`config.mk`:
```
export PLATFORM = sky130hd
export DESIGN_NAME = uart_mmio_responder_flat
export DESIGN_NICKNAME = d
export VERILOG_FILES = /design/src/rtl/uart_mmio_responder_if.sv /design/src/rtl/uart_mmio_responder.sv /design/src/flat_wrapper.sv
export SDC_FILE = /design/constraint.sdc
export NUM_CORES = 1
export LEC_CHECK = 0
export CORE_ASPECT_RATIO = 0.9
export CORE_MARGIN = 2
export CORE_UTILIZATION = 41
export CTS_CLUSTER_DIAMETER = 120
export CTS_CLUSTER_SIZE = 30
export DETAILED_ROUTE_END_ITERATION = 10
export PLACE_DENSITY_LB_ADDON = 0.15
export SYNTH_ARGS = -nofsm -noshare
export SYNTH_HDL_FRONTEND = slang
export SYNTH_SLANG_ARGS = --single-unit
```
`constraint.sdc`:
```
create_clock -name clk -period 4.2 [get_ports clk]
set_input_delay 0.84 -clock clk [delete_from_list [all_inputs] [get_ports clk]]
set_output_delay 0.84 -clock clk [all_outputs]
set_load 0.05 [all_outputs]
```
`src/rtl/uart_mmio_responder_if.sv`:
```
// uart_mmio_responder_if: CPU data-memory bus between the MEM stage and the UART responder
interface uart_mmio_responder_if;
    logic        rd;
    logic        wr;
    logic [31:0] addr;
    logic [31:0] wdata;
    logic [31:0] rdata;
    modport master (output rd, wr, addr, wdata, input rdata);
    modport slave (input rd, wr, addr, wdata, output rdata);
endinterface

```
`src/rtl/uart_mmio_responder.sv`:
```
// uart_mmio_responder: memory-mapped 8N1 UART (TXD/RXD/CON) with level irq; UART_RX_FIFO_EN selects a 4-entry RX FIFO
module uart_mmio_responder #(
    parameter int          CLK_FREQ  = 50_000_000,
    parameter int          BAUD      = 9600,
    parameter logic [31:0] BASE_ADDR = 32'h40000018
) (
    input  logic                        clk,
    input  logic                        reset,
    uart_mmio_responder_if.slave        bus,
    input  logic                        uart_rx,
    output logic                        uart_tx,
    output logic                        irq
);
    localparam int DIV = CLK_FREQ / BAUD;
    localparam int TW = $clog2(DIV);
    localparam logic [TW-1:0] LAST = TW'(DIV - 1);
    localparam logic [TW-1:0] HALF = TW'(DIV / 2 - 1);

    typedef enum logic [1:0] {T_IDLE, T_START, T_DATA, T_STOP} tx_state_t;
    typedef enum logic [2:0] {R_IDLE, R_START, R_DATA, R_STOP, R_WAIT} rx_state_t;

    tx_state_t tx_st_q, tx_st_d;
    rx_state_t rx_st_q, rx_st_d;
    logic [TW-1:0] tx_cnt_q, tx_cnt_d, rx_cnt_q, rx_cnt_d;
    logic [2:0] tx_bit_q, tx_bit_d, rx_bit_q, rx_bit_d, occ;
    logic [7:0] txd_q, txd_d, rx_sh_q, rx_sh_d, rx_head;
    logic uart_tx_q, uart_tx_d, tx_done_q, tx_done_d, overrun_q, overrun_d, frame_err_q, frame_err_d;
    logic tx_ie_q, rx_ie_q, irq_q, s1_q, s2_q;
    logic hit_txd, hit_rxd, hit_con, txd_wr, con_wr, con_rd, rxd_rd;
    logic tx_busy, tx_done_set, deliver, ferr_set, ovr_set, rx_valid;
    logic unused_wdata;

    assign hit_txd = bus.addr == BASE_ADDR;
    assign hit_rxd = bus.addr == BASE_ADDR + 32'd4;
    assign hit_con = bus.addr == BASE_ADDR + 32'd8;
    assign txd_wr = bus.wr && hit_txd;
    assign con_wr = bus.wr && hit_con;
    assign con_rd = bus.rd && hit_con;
    assign rxd_rd = bus.rd && hit_rxd;
    assign tx_busy = tx_st_q != T_IDLE;
    assign unused_wdata = ^bus.wdata[31:8];
    assign uart_tx = uart_tx_q;
    assign irq = irq_q;
    assign bus.rdata = !bus.rd ? 32'h0 : hit_txd ? {24'h0, txd_q} : hit_rxd ? {24'h0, rx_head} :
                       hit_con ? {22'h0, occ, frame_err_q, overrun_q, tx_busy, rx_valid, tx_done_q, rx_ie_q, tx_ie_q} : 32'h0;

    // TX frame sequencing; writes while busy fall through the IDLE-only accept
    always_comb begin
        tx_st_d = tx_st_q;
        tx_cnt_d = tx_cnt_q + TW'(1);
        tx_bit_d = tx_bit_q;
        txd_d = txd_q;
        tx_done_set = 1'b0;
        case (tx_st_q)
            T_IDLE: begin
                tx_cnt_d = '0;
                if (txd_wr) begin
                    tx_st_d = T_START;
                    txd_d = bus.wdata[7:0];
                end
            end
            T_START: if (tx_cnt_q == LAST) begin
                tx_st_d = T_DATA;
                tx_cnt_d = '0;
                tx_bit_d = '0;
            end
            T_DATA: if (tx_cnt_q == LAST) begin
                tx_cnt_d = '0;
                tx_bit_d = tx_bit_q + 3'd1;
                if (tx_bit_q == 3'd7) tx_st_d = T_STOP;
            end
            default: if (tx_cnt_q == LAST) begin
                tx_st_d = T_IDLE;
                tx_cnt_d = '0;
                tx_done_set = 1'b1;
            end
        endcase
        uart_tx_d = tx_st_d == T_START ? 1'b0 : tx_st_d == T_DATA ? txd_d[tx_bit_d] : 1'b1;
        tx_done_d = tx_done_set || (tx_done_q && !con_rd);
    end

    // RX frame sampling; IDLE is only entered with the line high, so a low level there is a falling edge
    always_comb begin
        rx_st_d = rx_st_q;
        rx_cnt_d = rx_cnt_q + TW'(1);
        rx_bit_d = rx_bit_q;
        rx_sh_d = rx_sh_q;
        deliver = 1'b0;
        ferr_set = 1'b0;
        case (rx_st_q)
            R_IDLE: begin
                rx_cnt_d = '0;
                if (!s2_q) rx_st_d = R_START;
            end
            R_START: if (rx_cnt_q == HALF) begin
                rx_cnt_d = '0;
                rx_bit_d = '0;
                rx_st_d = s2_q ? R_IDLE : R_DATA;
            end
            R_DATA: if (rx_cnt_q == LAST) begin
                rx_cnt_d = '0;
                rx_sh_d = {s2_q, rx_sh_q[7:1]};
                rx_bit_d = rx_bit_q + 3'd1;
                if (rx_bit_q == 3'd7) rx_st_d = R_STOP;
            end
            R_STOP: if (rx_cnt_q == LAST) begin
                rx_cnt_d = '0;
                deliver = s2_q;
                ferr_set = !s2_q;
                rx_st_d = s2_q ? R_IDLE : R_WAIT;
            end
            default: begin
                rx_cnt_d = '0;
                if (s2_q) rx_st_d = R_IDLE;
            end
        endcase
        overrun_d = ovr_set || (overrun_q && !con_rd);
        frame_err_d = ferr_set || (frame_err_q && !con_rd);
    end

    // Shared state: FSMs, synchroniser, flags, enables and registered irq
    always_ff @(posedge clk) begin
        if (reset) begin
            tx_st_q <= T_IDLE;
            rx_st_q <= R_IDLE;
            tx_cnt_q <= '0;
            rx_cnt_q <= '0;
            tx_bit_q <= '0;
            rx_bit_q <= '0;
            txd_q <= '0;
            rx_sh_q <= '0;
            uart_tx_q <= 1'b1;
            tx_done_q <= 1'b0;
            overrun_q <= 1'b0;
            frame_err_q <= 1'b0;
            tx_ie_q <= 1'b0;
            rx_ie_q <= 1'b0;
            irq_q <= 1'b0;
            s1_q <= 1'b1;
            s2_q <= 1'b1;
        end else begin
            tx_st_q <= tx_st_d;
            rx_st_q <= rx_st_d;
            tx_cnt_q <= tx_cnt_d;
            rx_cnt_q <= rx_cnt_d;
            tx_bit_q <= tx_bit_d;
            rx_bit_q <= rx_bit_d;
            txd_q <= txd_d;
            rx_sh_q <= rx_sh_d;
            uart_tx_q <= uart_tx_d;
            tx_done_q <= tx_done_d;
            overrun_q <= overrun_d;
            frame_err_q <= frame_err_d;
            tx_ie_q <= con_wr ? bus.wdata[0] : tx_ie_q;
            rx_ie_q <= con_wr ? bus.wdata[1] : rx_ie_q;
            irq_q <= (tx_ie_q && tx_done_q) || (rx_ie_q && rx_valid);
            s1_q <= uart_rx;
            s2_q <= s1_q;
        end
    end

`ifdef UART_RX_FIFO_EN
    logic [7:0] fifo_q [4];
    logic [1:0] wp_q, rp_q;
    logic [2:0] occ_q;
    logic pop, push;
    assign pop = rxd_rd && occ_q != 3'd0;
    assign push = deliver && (occ_q != 3'd4 || pop);
    assign ovr_set = deliver && !push;
    assign rx_valid = occ_q != 3'd0;
    assign rx_head = fifo_q[rp_q];
    assign occ = occ_q;
    // RX FIFO: a full FIFO still accepts a push when a pop frees a slot on the same edge
    always_ff @(posedge clk) begin
        if (reset) begin
            wp_q <= '0;
            rp_q <= '0;
            occ_q <= '0;
        end else begin
            if (push) fifo_q[wp_q] <= rx_sh_q;
            wp_q <= push ? wp_q + 2'd1 : wp_q;
            rp_q <= pop ? rp_q + 2'd1 : rp_q;
            occ_q <= occ_q + 3'(push) - 3'(pop);
        end
    end
`else
    logic [7:0] rx_data_q;
    logic rx_valid_q;
    assign ovr_set = deliver && rx_valid_q && !rxd_rd;
    assign rx_valid = rx_valid_q;
    assign rx_head = rx_data_q;
    assign occ = 3'd0;
    // Single holding register: a delivery beats a same-edge RXD read
    always_ff @(posedge clk) begin
        if (reset) begin
            rx_data_q <= '0;
            rx_valid_q <= 1'b0;
        end else begin
            rx_data_q <= deliver ? rx_sh_q : rx_data_q;
            rx_valid_q <= deliver || (rx_valid_q && !rxd_rd);
        end
    end
`endif
endmodule

```
`src/flat_wrapper.sv`:
```
// flat-port wrapper written by rule: the top's interface ports become plain ports
module uart_mmio_responder_flat 
#(
    parameter int          CLK_FREQ  = 50_000_000,
    parameter int          BAUD      = 9600,
    parameter logic [31:0] BASE_ADDR = 32'h40000018
)
  (clk, reset, uart_rx, uart_tx, irq, bus_rd, bus_wr, bus_addr, bus_wdata, bus_rdata);
  uart_mmio_responder_if bus_i ();
  input  logic clk;
  input  logic reset;
  input  logic uart_rx;
  output logic uart_tx;
  output logic irq;
  input wire logic [$bits(bus_i.rd)-1:0] bus_rd;
  input wire logic [$bits(bus_i.wr)-1:0] bus_wr;
  input wire logic [$bits(bus_i.addr)-1:0] bus_addr;
  input wire logic [$bits(bus_i.wdata)-1:0] bus_wdata;
  output wire logic [$bits(bus_i.rdata)-1:0] bus_rdata;
  assign bus_i.rd = bus_rd;
  assign bus_i.wr = bus_wr;
  assign bus_i.addr = bus_addr;
  assign bus_i.wdata = bus_wdata;
  assign bus_rdata = bus_i.rdata;
  uart_mmio_responder #(.CLK_FREQ(CLK_FREQ), .BAUD(BAUD), .BASE_ADDR(BASE_ADDR)) u_core (.clk(clk), .reset(reset), .bus(bus_i), .uart_rx(uart_rx), .uart_tx(uart_tx), .irq(irq));
endmodule
```
==> Yosys cells after proc, flatten, opt, wreduce, memory -nomap -nowiden <==
Index checks and enable logic that the tools add are counted.
{ "word_totals": {"wordCells": 115, "out_inout_bits": 34, "input_bits": 69, "regBits": 71} }
{ "classes": {"add_sub_neg": 4, "n_eq_ne": 20, "n_lt_le_gt_ge": 1, "n_reduce_logical": 31, "muxes": 40} }
{ "ops": {"columns": ["op", "n"], "rows": [
  ["$eq 32x31->1 const B", 3],
  ["$mux 32", 3],
  ["$mux 3", 11],
  ["$add 13x1->13 const B", 2],
  ["$eq 13x13->1 const B", 2],
  ["$mux 13", 2],
  ["$pmux 13 s2", 1],
  ["$mux 8", 2],
  ["$eq 13x12->1 const B", 1],
  ["$logic_and 1x1->1", 12],
  ["$mux 2", 6],
  ["$pmux 3 s2", 2],
  ["$pmux 3 s4", 1],
  ["$mux 1", 9],
  ["$ne 2x1->1 const B", 4],
  ["$mux 7", 1],
  ["$add 3x1->3 const B", 2],
  ["$eq 3x2->1 const B", 2],
  ["$eq 3x3->1 const B", 2],
  ["$pmux 2 s3", 1],
  ["$reduce_and 6->1", 1],
  ["$reduce_or 3->1", 2],
  ["$logic_or 1x1->1", 5],
  ["$reduce_bool 5->1", 1],
  ["13 further kinds", 18]
]} }

==> Depth between registers and ports, before layout <==
Gate-level depths: netlist of run 1.
{ "logic_depth": {"depth_word": 8, "ltp_mapped": 12, "ltp_nobuf": 12} }

==> Worst setup path after synthesis of run 1 <==
No wires, ideal clock.
{ "synth_timing": {"path_kind": "input port to output port", "start": "in bus_addr[19]", "end": "out bus_rdata[1]", "n_path_buf": 0, "path_stages": 6, "setup_slack_ps": 302, "required_ps": 3360, "arrival_ps": 3058, "path_cell_list": "or4_1 -> nor3_2 -> nand2_2 -> nor3_2 -> a222oi_1 -> nor2b_1"} }
{ "synth_between": {"elab_chain_len": 5, "word_cells_on_any_way": 7, "classes_between": "3 x eq/ne; 4 x mux"} }
{ "synth_lines": {"columns": ["element", "line", "text"], "rows": [
  ["start, declared", "flat_wrapper.sv:17", "input wire logic [$bits(bus_i.addr)-1:0] bus_addr;"],
  ["$eq 32x31->1", "uart_mmio_responder.sv:35", "assign hit_con = bus.addr == BASE_ADDR + 32'd8;"],
  ["$mux 7", "uart_mmio_responder.sv:45", "hit_con ? {22'h0, occ, frame_err_q, overrun_q, tx_busy, rx_valid, tx_done_q, rx_ie_q, tx_ie_q} : 32'h0;"],
  ["$mux 32", "uart_mmio_responder.sv:44", "assign bus.rdata = !bus.rd ? 32'h0 : hit_txd ? {24'h0, txd_q} : hit_rxd ? {24'h0, rx_head} :"],
  ["$mux 32 * (2 in a row)", "uart_mmio_responder.sv:44", null],
  ["end, declared", "flat_wrapper.sv:19", "output wire logic [$bits(bus_i.rdata)-1:0] bus_rdata;"]
]} }
Every way passes the cells marked *; elsewhere a longest branch is shown, timed or not.

==> Worst setup path in the final report of run 1 <==
{ "layout_timing": {"start": "in bus_addr[19]", "end": "out bus_rdata[6]"} }
The elaborated chain is that of the path after synthesis.

==> results of run 1 <==
-- worst max-delay path by stage --
stage / cells after the start / end / slack [ps]
final: 9 / bus_rdata[6] / 200
after global routing: 9 / bus_rdata[2] / 40
after CTS: 9 / bus_rdata[6] / 180
after detailed placement: 9 / bus_rdata[6] / 190
after global placement: 9 / bus_rdata[6] / 190
after floorplan: 6 / bus_rdata[1] / 300
-- kinds of logic after synthesis --
family / Yosys count
buffers and inverters: 51
DFF: 71
xor gates and xnor gates: 22
and+or+nand+nor: 204
AOI/OAI and AO/OA: 58
other: 1
adders and majority gates: 11
muxes: 22
-- power by group through the flow --
stage / logic [mW] / clock network, mW / registers (mW)
2_1_floorplan: 0.0992 / 0 / 0.694
3_3_place_gp: 0.126 / 0 / 0.699
4_1_cts: 0.127 / 0.589 / 0.683
3_5_place_dp: 0.127 / 0 / 0.699
5_1_grt: 0.134 / 0.615 / 0.684
6_report: 0.127 / 0.567 / 0.683
-- cell usage after synthesis, types with 3 or more instances --
| cell type | n | area, sq um |
|---|---|---|
| sky130_fd_sc_hd__nor2b_1 | 12 | 75.1 |
| sky130_fd_sc_hd__nor2_1 | 63 | 236 |
| sky130_fd_sc_hd__a31oi_1 | 6 | 37.5 |
| sky130_fd_sc_hd__mux2i_1 | 19 | 190 |
| sky130_fd_sc_hd__buf_4 | 25 | 188 |
| sky130_fd_sc_hd__a222oi_1 | 7 | 70.1 |
| sky130_fd_sc_hd__or3_1 | 4 | 25.0 |
| sky130_fd_sc_hd__mux2_2 | 3 | 33.8 |
| sky130_fd_sc_hd__nor3_1 | 8 | 40.0 |
| sky130_fd_sc_hd__nand2_1 | 52 | 195 |
| sky130_fd_sc_hd__nor4_1 | 3 | 18.8 |
| sky130_fd_sc_hd__a21oi_1 | 23 | 115 |
| sky130_fd_sc_hd__a22oi_1 | 5 | 37.5 |
| sky130_fd_sc_hd__xor2_1 | 14 | 123 |
| sky130_fd_sc_hd__and3_1 | 4 | 25.0 |
| sky130_fd_sc_hd__clkbuf_1 | 11 | 41.3 |
| sky130_fd_sc_hd__nand4_1 | 4 | 25.0 |
| sky130_fd_sc_hd__and4_1 | 3 | 26.3 |
| sky130_fd_sc_hd__nand3_1 | 16 | 80.1 |
| sky130_fd_sc_hd__or4_1 | 3 | 22.5 |
| sky130_fd_sc_hd__nand2b_1 | 6 | 37.5 |
| sky130_fd_sc_hd__xnor2_1 | 8 | 70.1 |
| sky130_fd_sc_hd__nor4_4 | 3 | 63.8 |
| sky130_fd_sc_hd__dfxtp_1 | 71 | 1420 |
| sky130_fd_sc_hd__ha_1 | 11 | 138 |
| sky130_fd_sc_hd__nor3_2 | 4 | 40.0 |
| sky130_fd_sc_hd__o21bai_1 | 4 | 30.0 |
| sky130_fd_sc_hd__nand3b_1 | 3 | 22.5 |
| sky130_fd_sc_hd__inv_1 | 12 | 45.0 |
-- area by class of cell --
type | instances | area [sq um] | area share [%]
Tap cell | 122 | 153 | 3.32
Clock buffer | 10 | 138 | 2.99
Timing Repair Buffer | 58 | 651 | 14.1
Multi-Input combinational cell | 341 | 2120 | 46.1
Clock inverter | 6 | 68.8 | 1.50
Inverter | 12 | 45.0 | 0.980
Sequential cell | 71 | 1420 | 30.9
-- sequential cells by signal, summed over array words and instances, names as in the netlist, 3 cells and up --
name	cells
u_core.rx_cnt_q	13
u_core.rx_data_q	8
u_core.tx_cnt_q	13
u_core.txd_q	8
u_core.tx_bit_q	3
u_core.rx_st_q	3
u_core.rx_sh_q	8
u_core.rx_bit_q	3
-- routing by layer --
layer	track usage (%)	up-vias
met5	0	-
met4	5.44	0
met3	5.94	8
met2	27.5	80
met1	23.1	1472
li1	-	1600
-- worst reg2reg max path, cell delays in order, from the launching register on --
cell and delay (ps):
sky130_fd_sc_hd__dfxtp_1 370, sky130_fd_sc_hd__ha_1 260, sky130_fd_sc_hd__and4bb_2 320, sky130_fd_sc_hd__and3_1 270, sky130_fd_sc_hd__inv_1 110, sky130_fd_sc_hd__ha_1 270, sky130_fd_sc_hd__nand2b_1 150, sky130_fd_sc_hd__a31oi_1 440
sky130_fd_sc_hd__mux2i_1 240, sky130_fd_sc_hd__mux2i_1 90, sky130_fd_sc_hd__mux2_2 280, sky130_fd_sc_hd__o32ai_1 120, sky130_fd_sc_hd__a31oi_1 80
==> summary.md, run 1 <==
| Metric | Value |
|---|---|
| Outcome | finished, final reports clean |
| Max Clock Freq | 250 MHz |
| RSZ-0062 raised after global routing | false |
| Worst-case hold slack | 456 ps |
| Post-DP HPWL | 6120 microns |
| CTS tree | yes |
| # H-tree levels | 3 |
| Largest delay contributor family on the critical path | simple AND/OR/NAND/NOR gates |
| Cell Area, Synth | 0.00375 sq mm |
| Top fanout value on the critical path | 10 |
| Number of antenna violations at the first check in global routing | 0 |
| Final Cycle Share | 95.1% |
| Die Width | 105 microns |
| Share of synthesized cell area in full adder, half adder and majority cells | 3.67% |
| Vias in the first global route | 2958 |
| Number of search-and-repair iterations in the first detailed-routing pass | 5 |
| Worst min-delay path startpoint | u_core.s1_q |
| Post-CTS Hold Fix Bufs | 0 |
| Weighted congestion at the end of routability-driven global placement | 0.754 |
| Library cell contributing the largest single delay on the critical path | sky130_fd_sc_hd__or4_1 |
| Height of the chip | 94.8 microns |
| Per-cell via count in the routed design | 5.10 |
| Wire length of the first global-routing pass | 14100 microns |
| Post-synthesis share of cell area spent on xor and xnor gates | 5.14% |
| Power share of the sequential group | 49.6% |
| Global router's overall resource usage | 17.6% |
| Fill cell total of the finished layout | 906 |
| Reported max-cap violation count | 0 |
| Buffer levels on the longest clock path | 2 |
| Proportion of register bits with asynchronous set or reset after synthesis | 0% |
| Wire length reported by the detailed router | 8260 microns |
| Clock latency of the later-clocked register in the worst-skew pair | 350 ps |
| Fin. max-slew vios | 0 |
| Share of post-route cells with drive strength above 1 | 9.24% |
| Critical path class | in -> out |
| FF-to-FF Start | u_core.tx_cnt_q[0] |
| Placed instance count | 604 |
| IR drop worst, VDD | 0.221 mV |
| Element type at the critical path start | primary input |
| Post-cts sizing count | 0 |
| IO buf count | 54 |
| Clock root buffer master | sky130_fd_sc_hd__clkbuf_8 |
| Post-synthesis share of cell area spent on and, or, nand and nor gates | 28.7% |
| Number of diodes | 0 |
| Die area | 0.00993 sq mm |
| Register clock-pin slew on the reported worst setup and hold paths | 80 ps |
| Worst slew pin tran | 648 ps |
| Relative max-transition margin | 56.7% |
| Depth of the most critical reg-to-reg path | 12 |
| Length of routed met2 wiring | 3670 microns |
| Setup-failing EPs final | 0 |
| Post-synthesis mux area share | 5.97% |
| #FFs+latches synth | 71 |
| Residual DRC count | 0 |
| Maximum number of pins on one net before global-route repair | 40 |
| Main combinational cell family by area after synthesis | simple AND/OR/NAND/NOR gates |
| Routed length on met1 | 3960 microns |
| Worst setup slack after layout | 204 ps |
| Post-layout utilization of the core | 51.1% |
| Critical Path AT | 3160 ps |
| Kind of path behind the tightest hold check | reg -> reg |
| Iteration-0 DRC count of the detailed router | 143 |
| Switching power of the nets | 0.359 mW |
| Remaining global-route overflow | 0 |
| Net count reported at finish | 573 |
| R2R setup slack | 1070 ps |
| Hold violation count in the final report | 0 |
| Power per cell area | 300 mW/mm^2 |
| Leakage Power | 1.74 nW |
| Minimum clock period | 4000 ps |
| Setup skew after layout | 9.33 ps |
| Most common cell after layout, fill and taps aside | sky130_fd_sc_hd__dfxtp_1 |
| Fraction of power spent switching nets | 26.1% |
| Number of synthesized flops with an enable pin | 0 |
| Delay contributed by the slowest stage of the critical path | 580 ps |
| Worst Hold Depth | 1 |
| Most frequent cells in the layout | sky130_fd_sc_hd__dfxtp_1, sky130_fd_sc_hd__nor2_1, sky130_fd_sc_hd__nand2_1 |
| Worst path cell trace | clkdlybuf4s50_1 -> or4_1 -> nor3_2 -> nand2_2 -> nor4_4 -> buf_4 -> a222oi_1 -> nor2b_1 -> buf_12 |
| Gate count of the mapped netlist | 440 |
| Post-layout instance count excluding filler cells | 620 |
| Worst reg2reg endpoint | u_core.uart_tx |
| Crit path buf inv count | 3 |
| Setup slack after placement | 188 ps |
| Detail Route Antenna Nets | 0 |
| Internal Dissipation | 1.02 mW |
| Terminating pin of the worst hold path | u_core.s2_q |
| Post-route total power | 1.38 mW |
| Post-synthesis to final-layout area growth | 22.5% |
| Clk sinks | 71 |
| Final standard cell area without fillers | 0.00460 sq mm |
| Post-synthesis sequential area ratio | 37.9% |
| Worst setup EP type | output port |
| Met3 Routed Length | 552 microns |
| Total setup buffers inserted after CTS | 0 |
| Clock share of power | 41.2% |
| Cell row count | 33 |
| Logic pwr share | 9.2% |
| Wirelength per Cell | 13.3 microns |
| Launch point of the worst path | bus_addr[19] |
| Highest routing layer actually used | met4 |
| Total via count after detailed routing | 3160 |
| Number of buffers created by CTS | 9 |
| Synth warn | 0 |
| Compound-gate portion of the synthesized area | 10.6% |
| Dominant synthesized flop cell | sky130_fd_sc_hd__dfxtp_1 |
| CORE AREA | 0.00900 sq mm |
| Number of ports placed on the die boundary | 103 |
| Endpoint required time on the critical path | 3360 ps |
| Initial standard-cell utilization of the core | 41.7% |
| Synthesized area per cell | 8.53 sq um |
| Post-route setup TNS | 0 ps |
| Placed Area | 0.00439 sq mm |
| Distinct cell type count of the synthesized netlist | 56 |
(Power assumes the default switching activity.)
==> inputs of run 2 (changes only) <==
--- a/config.mk
+++ b/config.mk
@@ -7,7 +7,7 @@
 export LEC_CHECK = 0
 export CORE_ASPECT_RATIO = 0.9
 export CORE_MARGIN = 2
-export CORE_UTILIZATION = 41
+export CORE_UTILIZATION = 30
 export CTS_CLUSTER_DIAMETER = 120
 export CTS_CLUSTER_SIZE = 30
 export DETAILED_ROUTE_END_ITERATION = 10
==> run 2 against run 1 <==
  * Combinational power is essentially flat
  * Design area grew 3.4%
  * Maximum frequency barely moved
  * Flip-flop and latch count stayed put
  * Via count decreased by 0.51%
  * Global-route usage fell by 4.4 points
  * Sequential power about the same
  * Power rose by 15%
  * Clock power is 35% higher
  * Worst hold slack got worse by 8.1 ps
  * Register-to-register slack hardly changed
  * Critical path type unchanged
==> summary.md, run 2 (synthesis results as in run 1) <==
| Metric | Value |
|---|---|
| Top fanout value on the critical path | 10 |
| Kind of path behind the tightest hold check | reg -> reg |
| Share of post-route cells with drive strength above 1 | 9.42% |
| Most Crowded Layer GR | met2 |
| Number of diodes | 0 |
| Post-route setup TNS | 0 ps |
| Per-cell via count in the routed design | 4.77 |
| Critical Path AT | 3160 ps |
| Wire length reported by the detailed router | 8570 microns |
| Crit path buf inv count | 3 |
| Post-cts sizing count | 0 |
| Total via count after detailed routing | 3144 |
| GRT met2 Usage | 20.6% |
| Setup skew after layout | 6.57 ps |
| Total setup buffers inserted after CTS | 0 |
| Delay contributed by the slowest stage of the critical path | 550 ps |
| R2R setup slack | 1070 ps |
| Power per cell area | 332 mW/mm^2 |
| Post-synthesis to final-layout area growth | 26.7% |
| # H-tree levels | 3 |
| Setup-failing EPs final | 0 |
| CTS tree | yes |
| Clock latency of the later-clocked register in the worst-skew pair | 330 ps |
| IR drop worst, VDD | 0.219 mV |
| Number of buffers created by CTS | 9 |
| Most common cell after layout, fill and taps aside | sky130_fd_sc_hd__dfxtp_1 |
| Clock root buffer master | sky130_fd_sc_hd__clkbuf_16 |
| Iteration-0 DRC count of the detailed router | 144 |
| Die area | 0.0134 sq mm |
| Element type at the critical path start | primary input |
| Regs by FF count | u_core.rx_cnt_q: 13 flops, u_core.tx_cnt_q: 13 flops |
| Wirelength per Cell | 13.0 microns |
| Worst setup EP type | output port |
| Hold violation count in the final report | 0 |
| Fin. max-slew vios | 0 |
| Height of the chip | 110 microns |
| Post-CTS Hold Fix Bufs | 0 |
| Number of antenna violations at the first check in global routing | 0 |
| Critical path class | in -> out |
| Largest delay contributor family on the critical path | simple AND/OR/NAND/NOR gates |
| Most frequent cells in the layout | sky130_fd_sc_hd__dfxtp_1, sky130_fd_sc_hd__nor2_1, sky130_fd_sc_hd__nand2_1 |
| Weighted congestion at the end of routability-driven global placement | 0.787 |
| Register clock-pin slew on the reported worst setup and hold paths | 60 ps |
| Outcome | finished, final reports clean |
| Endpoint required time on the critical path | 3360 ps |
| Placed instance count | 643 |
| Cell row count | 38 |
| Detail Route Antenna Nets | 0 |
| Post-layout instance count excluding filler cells | 659 |
| Final Cycle Share | 95.2% |
| Initial standard-cell utilization of the core | 30.9% |
| Clk sinks | 71 |
| Met1 capacity usage during global routing | 17.4% |
| Met3 global-route usage | 4.17% |
| Number of search-and-repair iterations in the first detailed-routing pass | 7 |
| Worst slew pin tran | 637 ps |
| Wire length of the first global-routing pass | 14000 microns |
| Die Width | 122 microns |
| Relative max-transition margin | 57.2% |
| Post-DP HPWL | 6370 microns |
| Minimum clock period | 4000 ps |
| Maximum number of pins on one net before global-route repair | 28 |
| Number of ports placed on the die boundary | 103 |
| Vias in the first global route | 2929 |
| Library cell contributing the largest single delay on the critical path | sky130_fd_sc_hd__or4_1 |
| Buffer levels on the longest clock path | 2 |
| Leakage Power | 1.79 nW |
| Fill cell total of the finished layout | 1230 |
| Remaining global-route overflow | 0 |
| CORE AREA | 0.0121 sq mm |
| Residual DRC count | 0 |
| Net count reported at finish | 574 |
| Max Clock Freq | 250 MHz |
| Reported max-cap violation count | 0 |
| Global router's overall resource usage | 13.3% |
| Worst path cell trace | clkdlybuf4s50_1 -> or4_1 -> nor3_2 -> nand2_2 -> nor4_4 -> buf_4 -> a222oi_1 -> nor2b_1 -> buf_12 |
| RSZ-0062 raised after global routing | false |
| IO buf count | 54 |
## run 2: cell count changes in the layout (fill, tap and decap cells not counted), sizes merged
cell / previous run / this run
buf: 12 / 13
clkinv: 3 / 2
clkinvlp: 1 / 2
## run 2: metal layers
metal / up-vias / wire [microns]
li1: 1600 / -
met2: 86 / 3760
met3: 11 / 598
met5: - / 0
met4: 0 / 121
met1: 1447 / 4090
## run 2: power breakdown
group	internal [mW]	switching, mW
clock	0.477	0.289
sequential	0.678	0.00675
combinational	0.0495	0.0785
total	1.20	0.374
## run 2: path summary, 6_finish.rpt
| kind | startpoint | to | depth (start not counted) |
|---|---|---|---|
| setup reg to reg | u_core.tx_cnt_q[0] | u_core.uart_tx | 12 |
| hold / removal | u_core.s1_q | u_core.s2_q | 1 |
| setup / recovery | bus_addr[18] | bus_rdata[2] | 9 |
| hold reg to reg | u_core.s1_q | u_core.s2_q | 1 |
## run 2: cell type report
class                           count  area [sq um]  share of cell area [%]
Clock buffer                       10           239                    5.03
Clock inverter                      6          67.6                    1.42
Inverter                           12          45.0                   0.948
Multi-Input combinational cell    341          2120                    44.6
Sequential cell                    71          1420                    29.9
Tap cell                          160           200                    4.21
Timing Repair Buffer               59           658                    13.8
## run 2: metrics by stage
| step | total power [mW] | hold slack [ps] | util [%] | area [sq um] | setup WS (ps) |
|---|---|---|---|---|---|
| floorplan | 0.793 | 389 | - | 3840 | 302 |
| global placement | 0.827 | 443 | 36.7 | 4450 | 203 |
| detailed placement | 0.828 | 446 | 36.7 | 4450 | 178 |
| CTS | 1.61 | 454 | 39.2 | 4750 | 166 |
| global route | 1.65 | 475 | 39.2 | 4750 | 68.3 |
| finish | 1.58 | 448 | 39.2 | 4750 | 201 |
